==> src/rtl/coin_acceptor.sv <==
// Coin acceptor front end: debounces and classifies chute coins, buffers valid
// ones in a circular FIFO and hands them to the vending core one per enabled cycle.
module coin_acceptor #(
  parameter int DEPTH  = 4,
  parameter int SETTLE = 3
) (
  input  logic       clock,
  input  logic       reset,
  input  logic       sense,
  input  logic [2:0] size,
  input  logic       enable,
  output logic [1:0] deposit,
  output logic       reject,
  output logic       reject_bad,
  output logic [3:0] level,
  output logic [1:0] dbg_state
);

  localparam int PW = (DEPTH > 2) ? $clog2(DEPTH) : 1;

  localparam logic [1:0] S_IDLE       = 2'd0;
  localparam logic [1:0] S_MEASURE    = 2'd1;
  localparam logic [1:0] S_WAIT_CLEAR = 2'd2;

  localparam logic [1:0] C_NONE    = 2'd0;
  localparam logic [1:0] C_NICKEL  = 2'd1;
  localparam logic [1:0] C_DIME    = 2'd2;
  localparam logic [1:0] C_QUARTER = 2'd3;

  logic [1:0]    state_q, state_d;
  logic [2:0]    size_q, size_d;
  logic [2:0]    cnt_q, cnt_d;
  logic [1:0]    mem_q [DEPTH];
  logic [1:0]    mem_d [DEPTH];
  logic [PW-1:0] wr_ptr_q, wr_ptr_d;
  logic [PW-1:0] rd_ptr_q, rd_ptr_d;
  logic [3:0]    level_q, level_d;
  logic [1:0]    deposit_q, deposit_d;
  logic          reject_q, reject_d;
  logic          reject_bad_q, reject_bad_d;

  logic          classify;
  logic          coin_valid;
  logic [1:0]    coin_code;
  logic          pop;
  logic          room;
  logic          push;

  function automatic logic [PW-1:0] ptr_inc(input logic [PW-1:0] p);
    return (p == PW'(DEPTH - 1)) ? '0 : p + 1'b1;
  endfunction

  // Classifier: a coin is classified once, on the edge its size has been
  // seen SETTLE times in a row, then ignored until the sensor clears.
  always_comb begin
    state_d  = state_q;
    size_d   = size_q;
    cnt_d    = cnt_q;
    classify = 1'b0;
    case (state_q)
      S_IDLE: begin
        if (sense) begin
          size_d = size;
          cnt_d  = 3'd1;
          if (SETTLE == 1) begin
            classify = 1'b1;
            state_d  = S_WAIT_CLEAR;
          end else begin
            state_d = S_MEASURE;
          end
        end
      end
      S_MEASURE: begin
        if (!sense) begin
          state_d = S_IDLE;
        end else if (size != size_q) begin
          size_d = size;
          cnt_d  = 3'd1;
        end else begin
          cnt_d = cnt_q + 3'd1;
          if (cnt_d == 3'(SETTLE)) begin
            classify = 1'b1;
            state_d  = S_WAIT_CLEAR;
          end
        end
      end
      S_WAIT_CLEAR: begin
        if (!sense) state_d = S_IDLE;
      end
      default: state_d = S_IDLE;
    endcase
  end

  always_comb begin
    coin_valid = 1'b1;
    coin_code  = C_NONE;
    case (size_d)
      3'd1:    coin_code = C_DIME;
      3'd2:    coin_code = C_NICKEL;
      3'd3:    coin_code = C_QUARTER;
      default: coin_valid = 1'b0;
    endcase
  end

  // A full FIFO still accepts a push when the head leaves on the same edge.
  always_comb begin
    pop          = enable && (level_q != 4'd0);
    room         = (level_q < 4'(DEPTH)) || pop;
    push         = classify && coin_valid && room;
    reject_d     = classify && (!coin_valid || !room);
    reject_bad_d = classify && !coin_valid;
    deposit_d    = pop ? mem_q[rd_ptr_q] : C_NONE;
    mem_d        = mem_q;
    if (push) mem_d[wr_ptr_q] = coin_code;
    wr_ptr_d = push ? ptr_inc(wr_ptr_q) : wr_ptr_q;
    rd_ptr_d = pop  ? ptr_inc(rd_ptr_q) : rd_ptr_q;
    level_d  = level_q;
    if (push && !pop)      level_d = level_q + 4'd1;
    else if (pop && !push) level_d = level_q - 4'd1;
  end

  always_ff @(posedge clock) begin
    if (reset) begin
      state_q      <= S_IDLE;
      size_q       <= 3'd0;
      cnt_q        <= 3'd0;
      wr_ptr_q     <= '0;
      rd_ptr_q     <= '0;
      level_q      <= 4'd0;
      deposit_q    <= C_NONE;
      reject_q     <= 1'b0;
      reject_bad_q <= 1'b0;
    end else begin
      state_q      <= state_d;
      size_q       <= size_d;
      cnt_q        <= cnt_d;
      wr_ptr_q     <= wr_ptr_d;
      rd_ptr_q     <= rd_ptr_d;
      level_q      <= level_d;
      deposit_q    <= deposit_d;
      reject_q     <= reject_d;
      reject_bad_q <= reject_bad_d;
    end
  end

  always_ff @(posedge clock) begin
    mem_q <= mem_d;
  end

  assign deposit    = deposit_q;
  assign reject     = reject_q;
  assign reject_bad = reject_bad_q;
  assign level      = level_q;
  assign dbg_state  = state_q;

endmodule

==> config.mk <==
export PLATFORM = sky130hd
export DESIGN_NAME = coin_acceptor
export DESIGN_NICKNAME = d
export VERILOG_FILES = /design/src/rtl/coin_acceptor.sv
export SDC_FILE = /design/constraint.sdc
export NUM_CORES = 1
export LEC_CHECK = 0
export CAP_MARGIN = 30
export CELL_PAD_IN_SITES_DETAIL_PLACEMENT = 1
export CELL_PAD_IN_SITES_GLOBAL_PLACEMENT = 1
export CORE_ASPECT_RATIO = 1.2
export CORE_MARGIN = 2
export CORE_UTILIZATION = 40
export CTS_BUF_LIST = sky130_fd_sc_hd__clkbuf_2
export DETAILED_ROUTE_END_ITERATION = 8
export GPL_ROUTABILITY_DRIVEN = 0
export PLACE_DENSITY = 0.85
export SYNTH_ARGS = -nofsm -noshare
export SYNTH_HDL_FRONTEND = slang
export SYNTH_SLANG_ARGS = --single-unit
==> constraint.sdc <==
create_clock -name clock -period 3.8 [get_ports clock]
set_input_delay 0.57 -clock clock [delete_from_list [all_inputs] [get_ports clock]]
set_output_delay 0.57 -clock clock [all_outputs]
set_load 0.01 [all_outputs]
==> impl_metrics.ini <==
[routing]
post_drt_wl_per_cell_um = 14.68
wirelength_um = 2687
first_pass_iters = 4
vias_per_cell = 5.295
ant_nets = 0
num_vias = 969
drtIter0Drc = 18
drcViolationCount = 0

[place]
place_area_um2 = 1570
pre_cts_slack_ns = 0.08128
port_buffers = 16
hpwlAfterDp_um = 2135

[final_layout]
areaGrowthSynthToFinish_pct = 18.44
finish.instance_area_um2 = 1615
fill_cells = 367
seqCellArea_um2 = 640.6
multi_input_area_um2 = 693.2
diodes = 0
layout-drive-gt1-share_pct = 8.904
nets = 165

[synth]
synth_area_leader_cell = dfxtp_1
yosysUniqueCellTypes = 36
yosys_warnings = 0
syn-instance-count = 127
ys_ff_latch = 28
netlist.area_leader.share_pct = 29.36
yosysSeqAreaShare_pct = 46.97
netlist_area_um2 = 1364
yosys-top-cells-area = dfxtp_1 29%, edfxtp_1 18%, ha_1 9.2%
syn-num-nets = 145
synth_area_per_cell_um2 = 10.74

[floorplanning]
io_pins = 17
start_util_pct = 41.21
rows = 23
die_area_um2 = 3895
core_region_area_um2 = 3309
die_h_um = 67.97
die_w_um = 57.31

[timing]
rsz0062_at_grt = false
fin_worst_skew_ns = 0.01099
hold_viol_final = 0
timing.final.ws_setup_ns = 0.4850
maxSlewViolCount = 0
relSlewSlack_pct = 49.59
fin_tns_setup_ns = 0
period_share_pct = 87.24
setup_viol = 0
finalCriticalPeriod_ns = 3.315
fmaxAchievable_mhz = 301.7
worst_pin_slew_ns = 0.7538

[critical_path]
cp.arrival_ns = 3.63
crit_fanout = 7
r2r-end = level[3]
required_ns = 4.12
crit_path_start_kind = input pin
worstSetupPathType = input pin to register
reg2reg_from = dbg_state[1]
worstSetupStartpoint = sense
cp-endpoint = level[3]
worst_setup_path_end_kind = register
reg2reg_slack_ns = 0.79
r2r_cells = 12

[hold_path]
hp-class = register to register

[clock_tree]
h-tree-depth = 1
clock_path_buffers = 2
hold_buffers = 0
clk_pin_slew_ns = 0.27
postCtsSetupBuffers = 0
cts_sinks = 28
cts_tree = built
cts_made_buffers = 3
root_buffer = clkbuf_2
clkLatencyLatePin_ns = 0.38
cts_resized = 0

[status]
outcome = finished, final reports clean

[pwr]
p_leak_uw = 0.0006220
p_per_area_nw_per_um2 = 523.3
peakVddDrop_uv = 299.6

[global_routing]
grt_usage_pct = 15.64
grt_pass1_vias = 1047
antenna_found_initial = 0
grt_overflow_total = 0
grt_max_degree = 23
grt_pass1_wl_um = 4629

[run]
max-cap-violations = 0
## logic make-up (layout without fill, tap and decap cells)
kind of cell               after synthesis  after routing  synth area share [%]
and+or+nand+nor                         49             49                 20.92
DFF                                     28             28                 46.97
AOI/OAI and AO/OA                       18             18                 8.165
adders and majority gates               11             11                 10.64
buffers and inverters                    8             27                 2.201
xor gates and xnor gates                 7              7                 4.496
muxes                                    6              6                 6.605
## state kept, by name (all words and copies together) (netlist names)
register / count
mem_q: 8
level: 4
dbg_state: 2
reject: 1
cnt_q: 3
wr_ptr_q: 2
size_q: 3
reject_bad: 1
rd_ptr_q: 2
deposit: 2
## worst min-delay path by stage
| stage | cells past startpoint | to | startpoint | slack (ns) |
|---|---|---|---|---|
| 6_report | 2 | size_q[0] | size_q[0] | 0.51 |
| 5_1_grt | 2 | size_q[0] | size_q[0] | 0.55 |
| 4_1_cts | 2 | size_q[0] | size_q[0] | 0.51 |
| 3_5_place_dp | 2 | size_q[0] | size_q[0] | 0.48 |
| 3_3_place_gp | 2 | size_q[0] | size_q[0] | 0.47 |
| 2_1_floorplan | 2 | size_q[0] | size_q[0] | 0.46 |
## cell usage after synthesis
cell,n
a22oi_1,1
xnor2_1,5
a211oi_1,2
nand3b_1,1
clkbuf_1,1
and2_1,4
nand2b_1,7
buf_1,1
o21ai_0,1
a21oi_1,8
ha_1,10
nor3_1,3
nand2_1,7
nor4_4,1
nor2b_2,1
or3_1,1
o41ai_2,1
edfxtp_1,8
mux2i_1,3
xor2_1,2
nand3_1,1
dfxtp_1,20
nor3b_1,2
mux2_4,1
nor4_1,1
inv_2,1
o21ai_1,4
or3b_4,1
nand4bb_1,2
nor2_1,15
a21o_1,1
and3_1,1
mux4_2,2
inv_1,5
and3b_1,1
fa_1,1
## layout make-up
cell class	count	share of cell area [%]
multi-input cells	91	42.91
flip-flops and latches	28	39.66
repair buffers	17	10.38
well taps	37	2.866
clock inverters	1	1.859
inverters	6	1.394
clock buffers	3	0.9295
## where the power goes
| part | internal (uW) | switching (uW) |
|---|---|---|
| Sequential | 341 | 47.5 |
| Combinational | 148 | 126 |
| Clock | 90.5 | 91.9 |
| Total | 579 | 266 |
## critical path, stage by stage
cell and delay, ns:
clkdlybuf4s50_1 0.47, nor2b_2 0.23, o21ai_1 0.34, nor2_1 0.17
nor4_4 0.32, ha_1 0.23, inv_1 0.10, ha_1 0.29
a21o_1 0.18, a21oi_1 0.16, xnor2_1 0.10, or3_1 0.32
a21oi_1 0.15
## cell usage in the layout, fill, tap and decap left out, types with 4 or more instances in the layout
master           netlist  final
nor2_1                15     15
dfxtp_1               20     20
clkdlybuf4s50_1        0     16
xnor2_1                5      5
inv_1                  5      5
nand2_1                7      7
ha_1                  10     10
and2_1                 4      4
o21ai_1                4      4
edfxtp_1               8      8
a21oi_1                8      8
nand2b_1               7      7
## metrics by stage
step / power, uW / instances / hold slack (ns) / util [%]
2_1_floorplan: 573.0 / 127 / 0.4623 / -
3_3_place_gp: 653.9 / 179 / 0.4728 / 47.45
3_5_place_dp: 676.0 / 179 / 0.4842 / 47.45
4_1_cts: 856.9 / 183 / 0.5125 / 48.81
5_1_grt: 900.7 / 183 / 0.5472 / 48.81
6_report: 845.2 / 183 / 0.5131 / 48.81
## metal layers
| metal | wire length (um) | GRT usage (%) | vias to the layer above |
|---|---|---|---|
| li1 | - | - | 481 |
| met1 | 1095 | 17.34 | 467 |
| met2 | 1480 | 30.03 | 16 |
| met3 | 68 | 2.268 | 5 |
| met4 | 43 | 6.105 | 0 |
| met5 | 0 | 0 | - |
Note: power is estimated with default switching activity, not from simulation.
